--- src/rtl/mem_arb.sv ---
// Round-robin arbiter and sequencer for one single-port SRAM shared by two requesters; 0-cycle grant, read data in the cycle after the handshake.
// Backpressure: a read response that is not yet accepted stalls every macro access, so the returned word stays stable.
module mem_arb #(
    parameter int E = 256,
    parameter int W = 32,
    localparam int AW = $clog2(E),
    localparam int NBYTE = W / 8
) (
    input  logic             clk,
    input  logic             rst_n,
    input  logic             p0_req_valid,
    output logic             p0_req_ready,
    input  logic             p0_req_we,
    input  logic [NBYTE-1:0] p0_req_be,
    input  logic [AW-1:0]    p0_req_addr,
    input  logic [W-1:0]     p0_req_wdata,
    output logic             p0_rsp_valid,
    input  logic             p0_rsp_ready,
    output logic [W-1:0]     p0_rsp_rdata,
    input  logic             p1_req_valid,
    output logic             p1_req_ready,
    input  logic             p1_req_we,
    input  logic [NBYTE-1:0] p1_req_be,
    input  logic [AW-1:0]    p1_req_addr,
    input  logic [W-1:0]     p1_req_wdata,
    output logic             p1_rsp_valid,
    input  logic             p1_rsp_ready,
    output logic [W-1:0]     p1_rsp_rdata,
    output logic             mem_ce_n,
    output logic             mem_we_n,
    output logic [NBYTE-1:0] mem_be,
    output logic [AW-1:0]    mem_addr,
    output logic [W-1:0]     mem_wdata,
    input  logic [W-1:0]     mem_rdata
);

    typedef struct packed {
        logic             we;
        logic [NBYTE-1:0] be;
        logic [AW-1:0]    addr;
        logic [W-1:0]     wdata;
    } req_t;

    logic prio;
    logic rsp_pend;
    logic rsp_id;

    req_t req0, req1, win;
    logic sel_rsp_ready, stall, can_grant, gnt0, gnt1, gnt, rsp_acc;

    assign req0 = '{we: p0_req_we, be: p0_req_be, addr: p0_req_addr, wdata: p0_req_wdata};
    assign req1 = '{we: p1_req_we, be: p1_req_be, addr: p1_req_addr, wdata: p1_req_wdata};

    // Accepting the pending response in the same cycle frees the slot for a new grant.
    assign sel_rsp_ready = rsp_id ? p1_rsp_ready : p0_rsp_ready;
    assign stall         = rsp_pend & ~sel_rsp_ready;
    assign rsp_acc       = rsp_pend & sel_rsp_ready;
    assign can_grant     = rst_n & ~stall;

    assign gnt0 = can_grant & p0_req_valid & (~p1_req_valid | ~prio);
    assign gnt1 = can_grant & p1_req_valid & (~p0_req_valid | prio);
    assign gnt  = gnt0 | gnt1;

    assign p0_req_ready = gnt0;
    assign p1_req_ready = gnt1;
    assign win          = gnt1 ? req1 : req0;

    always_comb begin
        mem_ce_n  = 1'b1;
        mem_we_n  = 1'b1;
        mem_be    = '0;
        mem_addr  = '0;
        mem_wdata = '0;
        if (gnt) begin
            mem_ce_n  = 1'b0;
            mem_we_n  = ~win.we;
            mem_be    = win.we ? win.be : '0;
            mem_addr  = win.addr;
            mem_wdata = win.wdata;
        end
    end

    always_ff @(posedge clk) begin
        if (!rst_n) begin
            prio     <= 1'b0;
            rsp_pend <= 1'b0;
            rsp_id   <= 1'b0;
        end else begin
            if (gnt) begin
                prio <= gnt0;
            end
            if (gnt && !win.we) begin
                rsp_pend <= 1'b1;
                rsp_id   <= gnt1;
            end else if (rsp_acc) begin
                rsp_pend <= 1'b0;
            end
        end
    end

    // The macro output register holds the word read at the handshake until the next access.
    assign p0_rsp_valid = rst_n & rsp_pend & ~rsp_id;
    assign p1_rsp_valid = rst_n & rsp_pend & rsp_id;
    assign p0_rsp_rdata = mem_rdata;
    assign p1_rsp_rdata = mem_rdata;

endmodule
--- config.mk ---
export PLATFORM = sky130hd
export DESIGN_NAME = mem_arb
export DESIGN_NICKNAME = d
export VERILOG_FILES = /design/src/rtl/mem_arb.sv
export SDC_FILE = /design/constraint.sdc
export NUM_CORES = 1
export LEC_CHECK = 0
export CAP_MARGIN = 20
export CORE_AREA = 3 3 92 94
export DETAILED_ROUTE_END_ITERATION = 10
export DIE_AREA = 0 0 95 97
export PLACE_DENSITY_LB_ADDON = 0.25
export SYNTH_ARGS = -nofsm -noshare
export SYNTH_HDL_FRONTEND = slang
export SYNTH_SLANG_ARGS = --single-unit
--- constraint.sdc ---
create_clock -name clk -period 3.4 [get_ports clk]
set_input_delay 0.34 -clock clk [delete_from_list [all_inputs] [get_ports clk]]
set_output_delay 0.34 -clock clk [all_outputs]
set_load 0.02 [all_outputs]
## Word-level counts from Yosys, hierarchy flattened

Index checks and enable logic that the tools add are counted.

| cells by class | value |
|---|---|
| reductions and logical operators | 3 |
| mux-type cells | 10 |
| bitwise gates (word level) | 20 |

Operators with widths:

| operator | number |
|---|---|
| $mux 45 | 1 |
| $mux 32 | 1 |
| $and 1x1->1 | 10 |
| $mux 4 | 2 |
| $mux 8 | 1 |
| $not 1->1 | 7 |
| $mux 1 | 5 |
| $or 1x1->1 | 3 |
| $reduce_bool 2->1 | 1 |
| $logic_and 1x1->1 | 1 |
| $logic_not 1->1 | 1 |

| word-level totals | value |
|---|---|
| output and inout bits | 114 |
| register bits after elaboration | 3 |
| logic and storage cells | 36 |
| input port bits | 128 |

## Logic depth before layout (Yosys ltp)

Gate-level depths: netlist of the first run.

| logic depth | value |
|---|---|
| depth after elaboration | 11 |
| depth in mapped cells | 5 |
| gate-level depth less buffers | 3 |

## Least setup slack after synthesis of the first run

No wires, ideal clock.

| timing path | value |
|---|---|
| kind | input-to-output |
| from | input port rst_n |
| to | output port p1_req_ready |
| slack | 1613 ps |
| stages on the path | 3 |
| required time | 3060 ps |
| path buffers | 1 |
| arrival | 1447 ps |
| cells stage by stage | clkinv_1 -> clkbuf_1 -> nor4_1 |

| between the ends | value |
|---|---|
| longest elaborated chain between the ends | 3 |

Ends and longest elaborated chain:

| what | line | RTL |
|---|---|---|
| start, declared | 10 | `input logic rst_n,` |
| $and 1x1->1 | 58 | `assign can_grant = rst_n & ~stall;` |
| $and 1x1->1 (2 in series) | 61 | `assign gnt1 = can_grant & p1_req_valid & (~p0_req_valid \| prio);` |
| end, declared | 21 | `output logic p1_req_ready,` |

Every way passes these cells.

## Worst setup path after layout of the first run

| timing path | value |
|---|---|
| from | input port p0_req_valid |
| to | output port mem_addr[6] |

| between the ends | value |
|---|---|
| longest elaborated chain between the ends | 5 |
| elaborated cells between the ends (all ways) | 8 |
| classes of those cells | mux: 2; bitwise: 6 |

Ends and longest elaborated chain:

| what | line | RTL |
|---|---|---|
| start, declared | 11 | `input logic p0_req_valid,` |
| $not 1->1 | 61 |  |
| $or 1x1->1 | 61 |  |
| $and 1x1->1 | 61 |  |
| $mux 45 / $or 1x1->1 (equally long branches) | 66, 62 |  |
| $mux 8 * | 74 | `if (gnt) begin` |
| end, declared | 32 | `output logic [AW-1:0] mem_addr,` |

Every way passes the cells marked *; elsewhere a longest branch is shown, timed or not.

==> results of run 1 <==
-- cell families (layout without fill, tap and decap cells) --
family                 Yosys count  in the layout
and+or+nand+nor                 57             57
buffers and inverters          102            164
other                            0              1
AOI/OAI and AO/OA               99             99
muxes                            2              2
DFF                              3              3
-- worst paths after layout --
path	startpoint	end
max	p0_req_valid	mem_addr[6]
min	rst_n	prio$_SDFFE_PN0P_
max reg2reg	prio$_SDFFE_PN0P_	rsp_id$_SDFFE_PN0P_
min reg2reg	prio$_SDFFE_PN0P_	prio$_SDFFE_PN0P_
-- final cells by class --
cell class,instances,area share (%)
sequential,3,2.14
multi-input combinational,158,36.4
timing repair buffer,155,54.5
clock buffer,4,1.61
tap,102,4.55
antenna,1,0.0892
inverter,5,0.669
-- per-layer routing --
| layer | vias to the layer above | global-route usage, % | share of wire [%] |
|---|---|---|---|
| met2 | 101 | 25.2 | 48 |
| met1 | 1018 | 19.1 | 40 |
| met5 | - | 0 | 0 |
| met4 | 0 | 4.11 | 2.3 |
| met3 | 26 | 3.19 | 8.7 |
| li1 | 1062 | - | - |
-- report_power, final --
group          switching (µW)  internal (µW)  leakage, µW
combinational             196            210     0.000859
sequential               4.60           38.8    0.0000249
clock                    23.1           79.9    0.0000228
total                     223            328     0.000907
-- layout by cell type (no fill, tap or decap), drive strengths merged, types with 2 or more instances in the layout --
cell type / Yosys / final
buf: 81 / 12
nand4: 40 / 40
o21ai: 6 / 6
a211oi: 4 / 4
clkbuf: 16 / 4
nand3: 5 / 5
inv: 4 / 4
nor2b: 2 / 2
o31ai: 40 / 40
a21boi: 2 / 2
clkdlybuf4s50: 0 / 143
dfxtp: 3 / 3
a21oi: 40 / 40
nor2: 3 / 3
-- critical path: stages --
cell	delay (ps)
clkdlybuf4s50_1	580
nor2b_4	430
buf_12	230
o31ai_1	90
a21oi_1	170
clkdlybuf4s50_1	630
-- through the flow --
step / setup WS [ps] / std cells / instance area, µm²
2_1_floorplan: 1610 / 263 / 1740
4_1_cts: 566 / 427 / 2800
5_1_grt: 425 / 428 / 2800
6_report: 581 / 428 / 2800
3_3_place_gp: 606 / 423 / 2760
3_5_place_dp: 588 / 423 / 2760
-- registers in the layout, indices dropped and copies added (netlist names) --
name	flops
prio	1
rsp_id	1
rsp_pend	1
==> reports/metrics.csv, run 1 <==
metric;value;unit
cts_buffers;3;
ir_worst_vdd;0.0000993;V
synthTopCellsByCount;buf_4, a21oi_1, nand4_1, o31ai_1, clkbuf_1;
nFillCells;813;
multiInputGateArea;1020;µm²
status;finished clean;
rows;32;
dieArea;9220;µm²
synth_simple_gate_area_share;19.7;%
drt_first_pass_iters;4;
grt_use_total;15.0;%
cts-resized-gates;0;
worstSetupPathType;in -> out;
yosys_register_bits;3;
min_path_type;in -> reg;
clkTransAtPathRegs;30;ps
ys_seq_area_share;3.46;%
fin_setup_tns;0;ps
synth_top_area_cell;buf_4;
cts_tree;done;
die_h;97;µm
drc;0;
cap_violations;0;
io_pins;242;
ant_nets;0;
synth.area.top_cells;buf_4, o31ai_1, nand4_1;
setup_viol;0;
yosysUniqueCellTypes;34;
whs_path_depth;2;
grt_pass1_wl;11.5;mm
clock_skew;2.04;ps
hold_viol;0;
hpwl;5.33;mm
globalRouteOverflowTotal;0;
cp.arrival;2480;ps
drive_above_1_share;7.08;%
power.density;197;nW/µm²
antenna_found_initial;1;
regArea;60.1;µm²
fin_crit;2820;ps
cts.sink_count;3;
cp.required;3060;ps
synth_fa_ha_area_share;0;%
post_cts_buffers;0;
synth_warnings;0;
nNetsFinal;454;
coreArea;7730;µm²
root_buffer;clkbuf_8;
p_leak;0.000907;µW
synth_top_area_share;27.7;%
drtIter0Drc;82;
total_power;552;µW
end_kind;primary output;
finalMaxSlewViolations;0;
ctsHoldBuffers;0;
synth_top_family_by_area;buffers and inverters;
grt_pass1_vias;2256;
tightest_slew;485;ps
synth.avg_cell_area;6.60;µm²
rsz0062_at_grt;no;
yosys.area_share.xor_xnor;0;%
cp-start-kind;input pin;
synth_area;1740;µm²
post_drt_wl_per_cell;17.2;µm
place_congestion;0.739;
grt_max_degree;42;
synth_compound_area_share;37.3;%
postLayoutCoreUtil;36.3;%
yosysMostFrequentCell;buf_4;
viasPerCell;5.16;
clockBufferDepth;2;
r2r_setup_slack;1970;ps
ys.flop_type;dfxtp_1;
finalCritPeriodShare;82.9;%
r2r_cells;4;
synth_nets;391;
cp_max_fo;26;
synthMuxAreaShare;1.23;%
start_util;22.5;%
vias;2207;
die_x;95;µm
cts_max_level;1;
drt_wl_total;7.36;mm
slew-limit-headroom;67.7;%
synth_edf_count;0;
synthCells;263;
port_buffers;145;
async_reset_ff_share;0;%
area_growth;61.6;%
hold_ws;556;ps
max_freq;0.355;GHz
clk_latency;220;ps
No activity file was read; power rests on OpenSTA's default activity.
==> run 2: changes to the inputs <==
--- a/config.mk
+++ b/config.mk
@@ -6,9 +6,9 @@
 export NUM_CORES = 1
 export LEC_CHECK = 0
 export CAP_MARGIN = 20
-export CORE_AREA = 3 3 92 94
+export CORE_AREA = 3 3 93 95
 export DETAILED_ROUTE_END_ITERATION = 10
-export DIE_AREA = 0 0 95 97
+export DIE_AREA = 0 0 96 98
 export PLACE_DENSITY_LB_ADDON = 0.25
 export SYNTH_ARGS = -nofsm -noshare
 export SYNTH_HDL_FRONTEND = slang
==> constraint.sdc (replaced) <==
create_clock -name clk -period 2.65 [get_ports clk]
set_input_delay 0.265 -clock clk [delete_from_list [all_inputs] [get_ports clk]]
set_output_delay 0.265 -clock clk [all_outputs]
set_load 0.02 [all_outputs]
==> reports/metrics.csv, run 2 (same netlist as run 1, synthesis figures left out) <==
metric;value;unit
status;finished clean;
finalCritPeriodShare;96.7;%
power.density;253;nW/µm²
end_kind;primary output;
viasPerCell;5.25;
grt_max_degree;42;
nNetsFinal;457;
die_h;98;µm
clkTransAtPathRegs;30;ps
grt_pass1_vias;2246;
fin_crit;2560;ps
cts-resized-gates;0;
ant_nets;0;
nFillCells;877;
post_cts_buffers;0;
clk_latency;220;ps
drtIter0Drc;88;
cts_max_level;1;
slew-limit-headroom;69.3;%
post_drt_wl_per_cell;17.4;µm
finalWorstSetupSlack;88.0;ps
port_buffers;145;
ir_worst_vdd;0.000118;V
rows;32;
place_congestion;0.790;
globalRouteOverflowTotal;0;
start_util;22.2;%
reg_top3;prio (1), rsp_id (1), rsp_pend (1);
drc;0;
cp-start-kind;input pin;
multiInputGateArea;1020;µm²
final_cell_mix;clkdlybuf4s50_1, nand4_1, o31ai_1, a21oi_1, buf_4;
ctsHoldBuffers;0;
drive_above_1_share;7.93;%
drt_first_pass_iters;4;
grt_pass1_wl;11.5;mm
rsz0062_at_grt;no;
clock_skew;1.95;ps
area_growth;63.7;%
min_path_type;in -> reg;
fin_setup_tns;0;ps
grt_use_total;14.9;%
antenna_found_initial;0;
place_ws;90.3;ps
drt_wl_total;7.49;mm
tightest_slew;449;ps
layout_commonest_cell;clkdlybuf4s50_1;
n_antenna_cell;0;
p_leak;0.000927;µW
io_pins;242;
setup_viol;0;
worstSetupPathType;in -> out;
cp.required;2380;ps
cts.sink_count;3;
finalMaxSlewViolations;0;
max_freq;0.390;GHz
cts_buffers;3;
dieArea;9410;µm²
die_x;96;µm
cap_violations;0;
coreArea;7810;µm²
cp.arrival;2300;ps
hold_viol;0;
regArea;60.1;µm²
cp_max_fo;41;
vias;2256;
root_buffer;clkbuf_8;
hpwl;5.47;mm
cts_tree;done;
clockBufferDepth;2;
==> run 2: final cells by class <==
cell class / instances / area share [%]
Sequential cell: 3 / 2.11
Timing Repair Buffer: 158 / 55.2
Multi-Input combinational cell: 158 / 35.9
Inverter: 5 / 0.661
Tap cell: 102 / 4.49
Clock buffer: 4 / 1.59
==> run 2: report_power, final <==
group,internal [µW],leakage [µW],switching [µW]
combinational,277,0.000880,254
clock,103,0.0000228,29.8
sequential,49.7,0.0000249,6.24
==> run 2: final timing paths <==
check,slack (ps),end,from,depth (start not counted)
worst max-delay path,90,mem_wdata[4],p0_rsp_ready,5
worst min-delay path,440,rsp_pend$_SDFFE_PN0P_,p1_req_valid,3
worst max register to register,1210,rsp_id$_SDFFE_PN0P_,prio$_SDFFE_PN0P_,4
worst min register to register,650,prio$_SDFFE_PN0P_,prio$_SDFFE_PN0P_,2
==> run 2: through the flow <==
stage	instances	hold slack [ps]	instance area, µm²	utilization, %	power, µW
2_1_floorplan	263	487	1740	-	438
3_3_place_gp	426	530	2790	35.8	588
3_5_place_dp	426	530	2790	35.8	587
4_1_cts	430	441	2840	36.3	724
5_1_grt	430	454	2840	36.4	765
6_report	430	439	2840	36.4	719
==> run 2: critical path, stage by stage <==
cell and delay (ps):
clkdlybuf4s50_1 520, mux2i_1 120, a211o_4 540, a21oi_1 210, clkdlybuf4s50_1 630
==> run 2: metal layers <==
metal / track usage (%) / up-vias / wire length [µm]
li1: - / 1068 / -
met1: 18.4 / 1053 / 3060
met2: 26.2 / 102 / 3710
met3: 2.23 / 33 / 535
met4: 4.16 / 0 / 180
met5: 0 / - / 0
